[src/rtl/rr_arbiter_1of8.sv]
// Round-robin arbiter for 8 requesters with registered one-hot grant, BCD winner index,
// per-ownership hold limit and a one-cycle gap between consecutive grants.
module rr_arbiter_1of8 #(
  parameter int MAX_HOLD = 16,
  parameter int CNT_W    = 8
) (
  input  logic       clk,
  input  logic       rst_n,
  input  logic       en,
  input  logic [7:0] req,
  input  logic [7:0] mask,
  output logic [7:0] gnt,
  output logic [3:0] gnt_bcd,
  output logic       gnt_valid,
  output logic       timeout_pulse
);

  typedef enum logic [1:0] {
    IDLE  = 2'd0,
    GRANT = 2'd1,
    GAP   = 2'd2
  } state_t;

  state_t             state_r, state_s;
  logic [2:0]         ptr_r, ptr_s;
  logic [2:0]         owner_r, owner_s;
  logic [CNT_W-1:0]   hold_cnt_r, hold_cnt_s;
  logic [7:0]         gnt_r, gnt_s;
  logic [3:0]         gnt_bcd_r, gnt_bcd_s;
  logic               gnt_valid_r, gnt_valid_s;
  logic               timeout_r, timeout_s;
  logic [7:0]         eff_s;
  logic [3:0]         pick_s;

  // Returns {found, index} of the first set bit scanning start, start+1, ... with wrap.
  // Scanning from the farthest offset down lets the nearest candidate win last.
  function automatic logic [3:0] pick_winner(input logic [7:0] eff, input logic [2:0] start);
    logic [3:0] result;
    logic [2:0] idx;
    result = 4'b0000;
    for (int i = 7; i >= 0; i--) begin
      idx = start + 3'(i);
      if (eff[idx]) begin
        result = {1'b1, idx};
      end else begin
        result = result;
      end
    end
    return result;
  endfunction

  assign eff_s  = req & ~mask;
  assign pick_s = pick_winner(eff_s, ptr_r);

  // Next-state and next-output computation for the three-state arbitration FSM.
  always_comb begin
    state_s     = state_r;
    ptr_s       = ptr_r;
    owner_s     = owner_r;
    hold_cnt_s  = hold_cnt_r;
    gnt_s       = gnt_r;
    gnt_bcd_s   = gnt_bcd_r;
    gnt_valid_s = gnt_valid_r;
    timeout_s   = 1'b0;
    case (state_r)
      IDLE, GAP: begin
        if (en && pick_s[3]) begin
          state_s     = GRANT;
          owner_s     = pick_s[2:0];
          hold_cnt_s  = CNT_W'(1);
          gnt_s       = 8'b0000_0001 << pick_s[2:0];
          gnt_bcd_s   = {1'b0, pick_s[2:0]};
          gnt_valid_s = 1'b1;
        end else begin
          state_s     = IDLE;
          hold_cnt_s  = {CNT_W{1'b0}};
          gnt_s       = 8'h00;
          gnt_bcd_s   = 4'h0;
          gnt_valid_s = 1'b0;
        end
      end
      GRANT: begin
        if (!eff_s[owner_r] || (hold_cnt_r == CNT_W'(MAX_HOLD))) begin
          // A drop takes precedence, so timeout only fires while the owner still requests.
          timeout_s   = eff_s[owner_r];
          state_s     = GAP;
          ptr_s       = owner_r + 3'd1;
          hold_cnt_s  = {CNT_W{1'b0}};
          gnt_s       = 8'h00;
          gnt_bcd_s   = 4'h0;
          gnt_valid_s = 1'b0;
        end else begin
          hold_cnt_s = hold_cnt_r + CNT_W'(1);
        end
      end
      default: begin
        state_s     = IDLE;
        ptr_s       = 3'd0;
        owner_s     = 3'd0;
        hold_cnt_s  = {CNT_W{1'b0}};
        gnt_s       = 8'h00;
        gnt_bcd_s   = 4'h0;
        gnt_valid_s = 1'b0;
      end
    endcase
  end

  // State and output registers.
  always_ff @(posedge clk or negedge rst_n) begin
    if (!rst_n) begin
      state_r     <= IDLE;
      ptr_r       <= 3'd0;
      owner_r     <= 3'd0;
      hold_cnt_r  <= {CNT_W{1'b0}};
      gnt_r       <= 8'h00;
      gnt_bcd_r   <= 4'h0;
      gnt_valid_r <= 1'b0;
      timeout_r   <= 1'b0;
    end else begin
      state_r     <= state_s;
      ptr_r       <= ptr_s;
      owner_r     <= owner_s;
      hold_cnt_r  <= hold_cnt_s;
      gnt_r       <= gnt_s;
      gnt_bcd_r   <= gnt_bcd_s;
      gnt_valid_r <= gnt_valid_s;
      timeout_r   <= timeout_s;
    end
  end

  assign gnt           = gnt_r;
  assign gnt_bcd       = gnt_bcd_r;
  assign gnt_valid     = gnt_valid_r;
  assign timeout_pulse = timeout_r;

endmodule

[config.mk]
export PLATFORM = sky130hd
export DESIGN_NAME = rr_arbiter_1of8
export DESIGN_NICKNAME = d
export VERILOG_FILES = /design/src/rtl/rr_arbiter_1of8.sv
export SDC_FILE = /design/constraint.sdc
export NUM_CORES = 1
export LEC_CHECK = 0
export CAP_MARGIN = 20
export CELL_PAD_IN_SITES_DETAIL_PLACEMENT = 1
export CELL_PAD_IN_SITES_GLOBAL_PLACEMENT = 1
export CORE_ASPECT_RATIO = 1.4
export CORE_MARGIN = 8
export CORE_UTILIZATION = 40
export CTS_BUF_LIST = sky130_fd_sc_hd__clkbuf_16
export CTS_CLUSTER_SIZE = 25
export DETAILED_ROUTE_END_ITERATION = 10
export PLACE_DENSITY = 0.79
export REMOVE_ABC_BUFFERS = 1
export SLEW_MARGIN = 0
export SYNTH_ARGS = -nofsm -noshare
export SYNTH_HDL_FRONTEND = slang
export SYNTH_SLANG_ARGS = --single-unit
export TNS_END_PERCENT = 100
[constraint.sdc]
create_clock -name clk -period 2.8 [get_ports clk]
set_input_delay 0.42 -clock clk [delete_from_list [all_inputs] [get_ports clk]]
set_output_delay 0.42 -clock clk [all_outputs]
set_load 0.03 [all_outputs]
# After elaboration in Yosys (flattened, before gate mapping)
# Cells that the tools add are included.
[totals]
regBits = 30
in_bits = 19
wordCells = 90
[op_classes]
n_addsub = 9
n_lt_le_gt_ge = 9
n_eq_ne = 5
shift = 1
muxes = 47
n_bitwise = 4
reduce_logical = 7
[ops]
columns = ["op", "n"]
rows = [
  ["$lt 3x4->1 const B", 9],
  ["$mux 4", 9],
  ["$pmux 8 s2", 2],
  ["$bmux 1 s3", 9],
  ["$mux 8", 3],
  ["$mux 1", 15],
  ["$add 3x3->3 const B", 4],
  ["$pmux 3 s2", 2],
  ["$mux 3", 3],
  ["$add 8x1->8 const B", 1],
  ["$and 8x8->8", 1],
  ["$eq 8x5->1 const B", 1],
  ["$not 8->8", 1],
  ["$pmux 4 s2", 1],
  ["$shl 1x3->8 const A", 1],
  ["$add 3x1->3 const B", 2],
  ["$add 3x2->3 const B", 2],
  ["$ne 2x2->1 const B", 2],
  ["$pmux 2 s2", 1],
  ["$reduce_and 2->1", 2],
  ["$eq 2x1->1 const B", 1],
  ["$eq 2x2->1 const B", 1],
  ["$logic_not 2->1", 1],
  ["$mux 2", 1],
  ["other kinds (6)", 7],
]

# Longest topological paths before layout
[logic_depth]
depth_word = 15
ltp_mapped = 12
depth_no_buf = 9

# Worst setup path before layout
# No wires, ideal clock.
[synth_timing]
kind = "flip-flop to flip-flop"
start = "reg ptr_r[0]"
end = "reg gnt_r[2], in the netlist gnt[2]"
setup_ns = 0.122
t_arrival_ns = 2.902
required_time_ns = 2.678
path_slack_ns = -0.223
path_stages_with_launch = 13
n_path_buf = 3
path_cell_list = "dfrtp_1 buf_6 clkinv_4 buf_6 ha_1 buf_4 inv_4 mux4_2 o21ba_1 o22ai_1 a211oi_1 o32a_1 a32o_1"
[synth_via]
elab_chain_len = 14
word_cells_on_any_way = 35
cone_classes = "7 x add/sub; 1 x shift; 26 x mux; 1 x reduce/logical"
[synth_rtl]
columns = ["item", "line_no", "rtl"]
rows = [
  ["start, declared", "25", "logic [2:0] ptr_r, ptr_s;"],
  ["start signal, assigned", "121", "ptr_r <= ptr_s;"],
  ["$add 3x3->3", "42", "idx = start + 3'(i);"],
  ["$bmux 1 s3", "43", "if (eff[idx]) begin"],
  ["$mux 1 (not written as such)", "43", ""],
  ["$mux 4 (7 in series)", "43", ""],
  ["$mux 4 (*)", "43", ""],
  ["$shl 1x3->8 or $logic_and 1x1->1 (tied branches)", "71, 67", ""],
  ["$mux 8 (*)", "67", "if (en && pick_s[3]) begin"],
  ["$pmux 8 s2 (*)", "65", "case (state_r)"],
  ["end signal, assigned", "124", "gnt_r <= gnt_s;"],
  ["end, declared", "28", "logic [7:0] gnt_r, gnt_s;"],
]
# Every way passes the cells marked *; elsewhere a longest branch is shown, timed or not. The select of a mux whose other input is x is not followed.
# A chain may end at the register's enable or synchronous reset.

# Final worst setup path
[layout_timing]
start = "in mask[3]"
end = "reg gnt_r[3], in the netlist gnt[3]"
[layout_via]
elab_chain_len = 15
word_cells_on_any_way = 35
cone_classes = "1 x eq/ne; 1 x shift; 28 x mux; 2 x bitwise; 3 x reduce/logical"
[layout_rtl]
columns = ["item", "line_no", "rtl"]
rows = [
  ["start, declared", "11", "input logic [7:0] mask,"],
  ["$not 8->8 (*)", "52", "assign eff_s = req & ~mask;"],
  ["$and 8x8->8 (*)", "52", ""],
  ["$bmux 1 s3", "43", ""],
  ["$mux 1 (not written as such)", "43", ""],
  ["$mux 4 (8 in series)", "43", ""],
  ["$shl 1x3->8 or $logic_and 1x1->1 (tied branches)", "71, 67", ""],
  ["$mux 8", "67", ""],
  ["$pmux 8 s2", "65", ""],
]
# Marks and branches as above.

==> impl_summary.log <==
INFO  metric status = finished clean
INFO  metric max-clock-path-buffers = 2
INFO  metric leading_cell_type_in_the_layout_fill_and_taps_excluded = sky130_fd_sc_hd__buf_4
INFO  metric synth-edff-count = 0
INFO  metric postSynthAreaPerCell = around 11 sq um
INFO  metric global_route.overflow_total = 0
INFO  metric finalWeightedCongestion = 0.8464
INFO  metric antenna_left = 0
INFO  metric number_of_antenna_violations_at_the_first_check_in_global_routing = 0
INFO  metric die-area = 8992 sq um
INFO  metric cellPowerDensity = ~1300 nW/um^2
INFO  metric static-leakage-power = 0.001535 uW
INFO  metric mappedNetlistArea = 2474 sq um
INFO  metric critical_path_required = 2.96 ns
INFO  metric finalMaxSlewViolations = 0
INFO  metric type_of_origin_of_the_critical_path = input port
INFO  metric die_width = approximately 80 um
INFO  metric clkTransAtPathRegs = around 0.050 ns
INFO  metric fill_cells = around 650
INFO  metric tritoncts_clock_tree = built
INFO  metric dp_worst_setup_slack = -0.2967 ns
INFO  metric timing.critical_path.cells = clkdlybuf4s50_1 > nand2b_2 > mux4_2 > mux2i_2 > o221ai_2 > a2111oi_4 > buf_4 > nor3_4 > a32o_1
INFO  metric floorplan.die.height = 109.0 um
INFO  metric cp_max_fo = 6
INFO  metric groute.usage.overall = 0.1828
INFO  metric timing.critical_path.arrival = 2.89 ns
INFO  metric floorplan.core_area = about 6100 sq um
INFO  metric final_critical_path_setup_slack = slightly above 0.07 ns
INFO  metric nNetsFinal = between 300 and 400
INFO  metric grt_util_met2 = 0.3616
INFO  metric postLayoutCellArea = between 3000 and 4000 sq um
INFO  metric io_pins = 33
INFO  metric synth_largest_area_cell = sky130_fd_sc_hd__dfrtp_1
INFO  metric drtIter0Drc = 66
INFO  metric post-dp-hpwl = 5931 um
INFO  metric grt_util_met1 = 0.1825
INFO  metric area_growth = 43.20%
INFO  metric grt_first_pass_wirelength = ~13,000 um
INFO  metric cts_made_buffers = 5
INFO  metric synth_top_flop_cell = sky130_fd_sc_hd__dfrtp_1
INFO  metric largest_cells_by_area_after_synthesis = sky130_fd_sc_hd__dfrtp_1 (29%), sky130_fd_sc_hd__mux4_2 (15%), sky130_fd_sc_hd__mux2i_1 (3.2%)
INFO  metric syn_inst = about 230
INFO  metric path_class = in2reg
INFO  metric critical_path.max_stage_delay = 0.50 ns
INFO  metric met3_track_usage_gr = 0.01733
INFO  metric buffer_ports.inserted = 31
INFO  metric power_total = approximately 4600 uW
INFO  metric placedInstanceArea = between 3000 and 4000 sq um
INFO  metric clk_latency = 0.27 ns
INFO  metric worst_path_dominant_cell_family = multiplexers
INFO  metric detailedRoute.firstPassIterationCount = 4
INFO  metric drt-vias-per-instance = a little under 6
INFO  metric drc_markers = 0
INFO  metric cts_num_sinks = 29
INFO  metric wirelength = about 7800 um
INFO  metric vias_in_the_first_global_route = about 2,600
INFO  metric synthDominantCellAreaShare = 0.2934
INFO  metric hold_viol = 0
INFO  metric critPathCaptureType = flop
INFO  metric dr_total_vias = approximately 2,200
INFO  metric final_setup_violations = 0
INFO  metric clock_skew = a little under 0.003 ns
INFO  metric most-common-layout-cells = sky130_fd_sc_hd__buf_4 (53), sky130_fd_sc_hd__dfrtp_1 (28), sky130_fd_sc_hd__clkdlybuf4s50_1 (24), sky130_fd_sc_hd__nand2_1 (18), sky130_fd_sc_hd__mux4_2 (17)
INFO  metric rsz0062_at_grt = yes
INFO  metric holdCritPathClass = reg2reg
INFO  metric hold_slack = 0.4916 ns
INFO  metric routing_layer_with_the_top_usage_in_global_route = met2
INFO  metric synth.yosys.warnings = 0
INFO  metric setup_tns = 0 ns
INFO  metric grt_max_degree = 30
INFO  metric synth_seq_cells = 29
INFO  metric netlist-cell-type-count = 60
INFO  metric count_of_buffer_and_inverter_cells_on_the_critical_path = 2
INFO  metric antennaDiodeCount = 0
INFO  metric max-cap-violations = 0
INFO  metric vdd_ir_drop_max = 0.4435 mV
INFO  metric htreeDepth = 2
INFO  metric timing.fmax = 366.6 MHz
INFO  metric post_route_cells_drive_above_1_share = 0.4084
INFO  metric synth_sequential_area_ratio = 0.2934
INFO  metric synthArstFlopShare = 1.000
INFO  metric standard_cell_rows = 34
INFO  metric root_buffer = sky130_fd_sc_hd__clkbuf_16
INFO  metric fin_crit_sh = 0.9741
INFO  metric crit_path_top_delay_cell = sky130_fd_sc_hd__mux4_2
INFO  metric post_drt_wl_per_cell = 20.33 um
INFO  metric initial_core_util = 0.4066
INFO  metric finalCriticalPeriod = between 2 and 3 ns
repair_timing:
item,4_1_cts,5_1_grt
setup endpoints to repair,12,14
resized for setup,15,31
setup buffers,0,5
pin swaps,1,12
hold endpoints to repair,0,0
hold buffers,0,0
through the flow:
step | utilization | instances
3_3_place_gp | 0.5206 | 370
4_1_cts | 0.5549 | 378
6_report | 0.5823 | 383
2_1_floorplan | - | 216
3_5_place_dp | 0.5206 | 370
5_1_grt | 0.5823 | 383
flip-flops by register name, indices dropped and copies added (netlist names):
| register | cells |
|---|---|
| gnt | 8 |
| gnt_bcd | 3 |
| gnt_valid | 1 |
| hold_cnt_r | 8 |
| owner_r | 3 |
| ptr_r | 3 |
| state_r | 2 |
| timeout_pulse | 1 |
power by group:
group          switching [uW]  leakage, uW  internal (uW)
clock                     173    0.0000776            318
sequential                134     0.000388            544
combinational            1760      0.00107           1670
final timing paths:
check / depth (start not counted) / endpoint / startpoint / slack, ns
min in group asynchronous: 2 / hold_cnt_r[2] / rst_n / 0.54
min reg2reg: 2 / gnt_valid / gnt_valid / 0.49
min: 2 / gnt_valid / gnt_valid / 0.49
max reg2reg: 10 / gnt[3] / ptr_r[0] / 0.09
max in group asynchronous: 2 / ptr_r[0] / rst_n / 1.97
max: 9 / gnt[3] / mask[3] / 0.07
worst min-delay path, cell delays in order, from the launching register on:
cell                      delay, ns
sky130_fd_sc_hd__dfrtp_1       0.34
sky130_fd_sc_hd__nand2_1       0.06
sky130_fd_sc_hd__nand2_1       0.06
metal layers:
metal  up-vias  share of wire
met1      1176           0.37
met2        43           0.58
met4         0          0.025
met5         -              0
li1       1016              -
met3        14          0.020
layout make-up:
class,count,area (sq um),share of cell area
clock buffer,5,125.1,0.03532
clock inverter,3,11.26,0.003179
inverter,7,36.28,0.01024
multi-input combinational,180,1784,0.5037
sequential,29,726.9,0.2052
tap,72,90.09,0.02543
timing repair buffer,87,768.2,0.2169
cells by family after synthesis:
| group | count (synthesis) | synth area share |
|---|---|---|
| xor gates and xnor gates | 10 | 0.03541 |
| other | 1 | 0.001516 |
| and+or+nand+nor | 83 | 0.1816 |
| DFF | 29 | 0.2934 |
| muxes | 36 | 0.2489 |
| buffers and inverters | 18 | 0.05108 |
| AOI/OAI and AO/OA | 45 | 0.1629 |
| adders and majority gates | 5 | 0.02529 |
Yosys cell counts, types with 2 or more instances:
master,count
sky130_fd_sc_hd__dfrtp_1,29
sky130_fd_sc_hd__nand2_1,19
sky130_fd_sc_hd__mux4_2,17
sky130_fd_sc_hd__nor2_1,16
sky130_fd_sc_hd__nand2b_1,12
sky130_fd_sc_hd__mux2i_1,8
sky130_fd_sc_hd__mux2_2,7
sky130_fd_sc_hd__nand3_1,7
sky130_fd_sc_hd__xor2_1,7
sky130_fd_sc_hd__nor2b_1,6
sky130_fd_sc_hd__a21oi_1,5
sky130_fd_sc_hd__buf_6,5
sky130_fd_sc_hd__ha_1,5
sky130_fd_sc_hd__o22ai_1,5
sky130_fd_sc_hd__a32o_1,4
sky130_fd_sc_hd__and2b_1,4
sky130_fd_sc_hd__inv_1,4
sky130_fd_sc_hd__a211oi_1,3
sky130_fd_sc_hd__a21o_1,3
sky130_fd_sc_hd__and2_1,3
sky130_fd_sc_hd__and3_1,3
sky130_fd_sc_hd__buf_4,3
sky130_fd_sc_hd__clkbuf_1,3
sky130_fd_sc_hd__o21ai_0,3
sky130_fd_sc_hd__xnor2_1,3
sky130_fd_sc_hd__inv_4,2
sky130_fd_sc_hd__mux2i_4,2
sky130_fd_sc_hd__nor3_1,2
sky130_fd_sc_hd__nor3b_1,2
sky130_fd_sc_hd__o2bb2ai_1,2
sky130_fd_sc_hd__o31ai_1,2
sky130_fd_sc_hd__o31ai_2,2
sky130_fd_sc_hd__or3_1,2
(Power assumes the default switching activity.)
